**src/rtl/dmem_pkg.sv**
```systemverilog
// Shared types and sizing constants for the data-memory vector-store responder.
package dmem_pkg;

    typedef enum logic {
        IDLE  = 1'b0,
        DRAIN = 1'b1
    } state_t;

    localparam int unsigned VEC_WORDS   = 5;
    localparam int unsigned IDX_W       = 3;
    localparam int unsigned STALL_CNT_W = 16;

endpackage

```
**src/rtl/dmem_ram.sv**
```systemverilog
// Single-port data RAM: synchronous write, asynchronous read, no reset on contents.
module dmem_ram #(
    parameter int DEPTH  = 64,
    parameter int ADDR_W = 6
) (
    input  logic              clk,
    input  logic              we,
    input  logic [ADDR_W-1:0] waddr,
    input  logic [31:0]       wdata,
    input  logic [ADDR_W-1:0] raddr,
    output logic [31:0]       rdata
);

    logic [31:0] r_mem [DEPTH];

    always_ff @(posedge clk) begin
        if (we) begin
            r_mem[waddr] <= wdata;
        end
    end

    assign rdata = r_mem[raddr];

endmodule

```
**src/rtl/dmem_vec_responder.sv**
```systemverilog
// Data-memory responder: scalar loads/stores plus a 5-word vector store drained one word per cycle.
// Optional stall-cycle counter enabled by defining DMEM_STALL_COUNT_EN.
module dmem_vec_responder
    import dmem_pkg::*;
#(
    parameter int DEPTH  = 64,
    parameter int ADDR_W = 6
) (
    input  logic                   clk,
    input  logic                   reset,
    input  logic                   MemWrite,
    input  logic                   VecWrite,
    input  logic [31:0]            ALUResult,
    input  logic [31:0]            WriteData,
    input  logic [31:0]            VecWriteData_0,
    input  logic [31:0]            VecWriteData_1,
    input  logic [31:0]            VecWriteData_2,
    input  logic [31:0]            VecWriteData_3,
    input  logic [31:0]            VecWriteData_4,
    output logic [31:0]            ReadData,
    output logic                   Stall,
    output logic [STALL_CNT_W-1:0] StallCnt
);

    state_t            r_state;
    state_t            w_next_state;
    logic [IDX_W-1:0]  r_idx;
    logic [ADDR_W-1:0] r_base;
    logic [31:0]       r_buf [VEC_WORDS-1];

    logic              w_we;
    logic [ADDR_W-1:0] w_waddr;
    logic [31:0]       w_wdata;
    logic [ADDR_W-1:0] w_index;
    logic [1:0]        w_buf_sel;
    logic              w_last;
    logic              w_unused;

    assign w_index   = ALUResult[ADDR_W+1:2];
    assign w_unused  = ^{ALUResult[31:ADDR_W+2], ALUResult[1:0]};
    // Buffer holds words 1..4 only; word 0 goes straight to RAM on the accepting edge.
    assign w_buf_sel = 2'(r_idx - IDX_W'(1));
    assign w_last    = (r_idx == IDX_W'(VEC_WORDS - 1));
    assign Stall     = (r_state == DRAIN);

    always_comb begin
        w_next_state = r_state;
        w_we         = 1'b0;
        w_waddr      = w_index;
        w_wdata      = WriteData;
        case (r_state)
            IDLE: begin
                if (VecWrite) begin
                    w_we         = 1'b1;
                    w_wdata      = VecWriteData_0;
                    w_next_state = DRAIN;
                end else if (MemWrite) begin
                    w_we = 1'b1;
                end
            end
            DRAIN: begin
                w_we    = 1'b1;
                w_waddr = r_base + ADDR_W'(r_idx);
                w_wdata = r_buf[w_buf_sel];
                if (w_last) begin
                    w_next_state = IDLE;
                end
            end
            default: w_next_state = IDLE;
        endcase
    end

    always_ff @(posedge clk or negedge reset) begin
        if (!reset) begin
            r_state <= IDLE;
        end else begin
            r_state <= w_next_state;
        end
    end

    always_ff @(posedge clk or negedge reset) begin
        if (!reset) begin
            r_idx  <= '0;
            r_base <= '0;
            for (int unsigned i = 0; i < VEC_WORDS - 1; i++) begin
                r_buf[i] <= '0;
            end
        end else begin
            if (r_state == IDLE) begin
                if (VecWrite) begin
                    r_base   <= w_index;
                    r_buf[0] <= VecWriteData_1;
                    r_buf[1] <= VecWriteData_2;
                    r_buf[2] <= VecWriteData_3;
                    r_buf[3] <= VecWriteData_4;
                    r_idx    <= IDX_W'(1);
                end
            end else begin
                r_idx <= w_last ? '0 : r_idx + IDX_W'(1);
            end
        end
    end

`ifdef DMEM_STALL_COUNT_EN
    logic [STALL_CNT_W-1:0] r_stall_cnt;

    always_ff @(posedge clk or negedge reset) begin
        if (!reset) begin
            r_stall_cnt <= '0;
        end else if (Stall && (r_stall_cnt != '1)) begin
            r_stall_cnt <= r_stall_cnt + STALL_CNT_W'(1);
        end
    end

    assign StallCnt = r_stall_cnt;
`else
    assign StallCnt = '0;
`endif

    dmem_ram #(
        .DEPTH (DEPTH),
        .ADDR_W(ADDR_W)
    ) u_ram (
        .clk  (clk),
        .we   (w_we),
        .waddr(w_waddr),
        .wdata(w_wdata),
        .raddr(w_index),
        .rdata(ReadData)
    );

endmodule

```
**config.mk**
```make
export PLATFORM = sky130hd
export DESIGN_NAME = dmem_vec_responder
export DESIGN_NICKNAME = d
export VERILOG_FILES = /design/src/rtl/dmem_pkg.sv /design/src/rtl/dmem_ram.sv /design/src/rtl/dmem_vec_responder.sv
export SDC_FILE = /design/constraint.sdc
export NUM_CORES = 2
export LEC_CHECK = 0
export ABC_CLOCK_PERIOD_IN_PS = 10220
export BUFFER_PORTS_ARGS = -buffer_cell sky130_fd_sc_hd__buf_4
export CELL_PAD_IN_SITES_DETAIL_PLACEMENT = 1
export CELL_PAD_IN_SITES_GLOBAL_PLACEMENT = 1
export CORE_UTILIZATION = 30
export CTS_CLUSTER_DIAMETER = 40
export DETAILED_ROUTE_END_ITERATION = 10
export PLACE_DENSITY_LB_ADDON = 0.1
export SETUP_SLACK_MARGIN = 0.15
export SLEW_MARGIN = 20
export SYNTH_ARGS = -nofsm -noshare
export SYNTH_HDL_FRONTEND = slang
export SYNTH_SLANG_ARGS = --single-unit
```
**constraint.sdc**
```tcl
create_clock -name clk -period 10.22 [get_ports clk]
set_clock_uncertainty 0.15 [all_clocks]
set_input_delay 1.022 -clock clk [delete_from_list [all_inputs] [get_ports clk]]
set_output_delay 1.022 -clock clk [all_outputs]
set_load 0.01 [all_outputs]
```
==> out/qor.yml <==
synth-seq-cells: 2186
setup_violations: 0
cts.clk_slew.worst_paths_ps: 40
port_buffers: 234
root_buffer: "clkbuf_16"
die_width_microns: 533
grt_max_degree: 107
drive_gt1_share_pct: 39.9
worstPathArrival_ps: 4750
syn_area_per_cell_sq_um: 22.4
coreArea_sq_mm: 0.280
end_kind: "output port"
drt-total-wl_mm: 262
cts_buffer_depth: 4
power_density_mw_per_mm2: 359
antenna_found_initial: 19
start_kind: "primary input"
async_flop_share_pct: 6.31
yosys-top-cells-area: "edfxtp_1 (73%), mux4_2 (14%), dfrtp_1 (4.1%), mux2_2 (1.8%), mux2i_1 (1.6%)"
grt_usage_pct: 18.3
timing.rr.start: "Stall"
clk_latency_ps: 890
synth_commonest_cells: "edfxtp_1 (2,048), mux4_2 (544), mux2_2 (139)"
cts_buffers: 394
drv_cap: 0
stdcell_area_sq_mm: 0.106
start_util_pct: 30.3
synth_top_area_share_pct: 72.6
max_stage_delay_ps: 830
synth_area_sq_mm: 0.0847
hold_violations: 0
io_pins: 277
grt_pass1_wl_mm: 366
crit_type: "primary input to output port"
fin_crit_sh_pct: 58.0
drt_iter0_drc: 3440
ir_drop_uv: 282
place_area_sq_mm: 0.0922
rsz0062_at_grt: "false"
tightest_slew_ps: 1170
yosysMostFrequentCell: "edfxtp_1"
fin_crit_ps: 5930
crit_path_top_delay_cell: "a221oi_1"
maxSlewHeadroom_pct: 21.9
area_delta_synth_final_pct: 24.9
min_path_type: "primary input to async pin"
overflow: 0
dp.final_hpwl_mm: 144
final_nets: 4580
synth-edff-count: 2048
path_common_cell: "a221oi_1"
cp_cell_sequence: "buf_8 > buf_12 > mux4_2 > a22o_1 > a221oi_1 > a221oi_1 > buf_4"
htree_levels: 5
ys_types: 51
cts_hold_buf: 0
globalplace.congestion: 0.715
cts_setup_buffers: 0
leakage_nw: 34.8
outcome: "finished, final reports clean"
synthCells: 3777
post_drt_wl_per_cell_microns: 31.2
fp.dieH_microns: 533
worstPathRequired_ps: 9050
firstDrtPassIters: 7
via_per_inst: 4.99
num_vias: 42000
cts_tree: "done"
path_max_fanout: 84
seq_area_frac_synth_pct: 76.6
yosys.area.top_type: "edfxtp_1"
drc: 0
die_area_sq_mm: 0.285
cts_resized: 0
tns_ps: 0
synth_top_flop_cell: "edfxtp_1"
clock_sinks: 2186
rows: 194
crit_start: "ALUResult[2]"
antenna_left: 0
clock.fmax_ghz: 0.169
yosysWarnings: 0
grt_pass1_vias: 45800
slew_violations: 0
finalPower_w: 0.0380
==> flip-flops by register name, indices dropped and copies added (netlist names) <==
name         flops
u_ram.r_mem   2048
r_idx            3
r_base           6
Stall            1
r_buf          128
==> through the flow <==
step | hold slack [ps] | instances | util, % | setup slack, ps
4_1_cts | 120 | 8404 | 37.8 | 4130
3_5_place_dp | 341 | 7674 | 32.9 | 4130
3_3_place_gp | 335 | 7673 | 32.9 | 4150
2_1_floorplan | 325 | 3792 | - | 4920
6_report | 125 | 8415 | 37.8 | 4290
5_1_grt | 162 | 8407 | 37.8 | 4030
==> final cells by class <==
| type | count | area, sq um |
|---|---|---|
| Timing Repair Buffer | 401 | 3170 |
| Clock buffer | 439 | 10200 |
| Inverter | 6 | 22.5 |
| Multi-Input combinational cell | 1357 | 19400 |
| Antenna cell | 11 | 27.5 |
| Sequential cell | 2186 | 65000 |
| Tap cell | 3724 | 4660 |
| Clock inverter | 291 | 3480 |
| Fill cell | 26700 | 174000 |
==> layout by cell type, fill, tap and decap left out, drive strengths merged, types with 34 or more instances in the layout <==
cell type and count:
a21oi 57, a22oi 34, a221oi 76, clkinv 131
clkbuf 439, o21ai 41, mux4 544, nor3 65
inv 51, dfrtp 138, mux2 139, a22o 50
clkinvlp 59, bufinv 56, mux2i 134, buf 401
nand2 75, edfxtp 2048
==> path summary, 6_finish.rpt <==
check	slack (ps)	endpoint	cells after the start
min in group clk	210	r_buf[67]	2
setup / recovery	4290	ReadData[18]	7
hold / removal	130	r_buf[122]	1
setup reg to reg	6000	u_ram.r_mem[40][9]	6
max in group asynchronous	8580	r_buf[6]	2
hold reg to reg	350	r_buf[15]	1
==> report_power, final <==
part / switching [W] / leakage, nW / internal, W
registers: 0.000426 / 20.2 / 0.0153
logic: 0.00691 / 8.08 / 0.00191
clock network: 0.00475 / 6.52 / 0.00868
==> cell families (layout without fill, tap and decap cells) <==
logic type | after synthesis | after routing | synth area share, %
AOI/OAI and AO/OA | 324 | 324 | 2.81
muxes | 817 | 817 | 17.9
other | 1 | 27 | 0.00443
buffers and inverters | 249 | 1137 | 1.47
DFF | 2186 | 2186 | 76.6
and+or+nand+nor | 193 | 193 | 1.08
xor gates and xnor gates | 1 | 1 | 0.0103
adders and majority gates | 6 | 6 | 0.0974
==> layer usage <==
| layer | wire [microns] | vias up | GRT usage, % |
|---|---|---|---|
| li1 | - | 17400 | - |
| met5 | 57 | - | 0 |
| met3 | 14800 | 386 | 3.95 |
| met1 | 113000 | 23100 | 24.6 |
| met2 | 127000 | 1116 | 30.1 |
| met4 | 6640 | 8 | 4.95 |
==> worst max-delay path: cells and delay by family <==
family | cells | cell delay (ps)
buffers and inverters | 3 | 1270
multiplexers | 1 | 610
AO/OA/AOI/OAI | 3 | 1430
No activity file was read; power rests on OpenSTA's default activity.
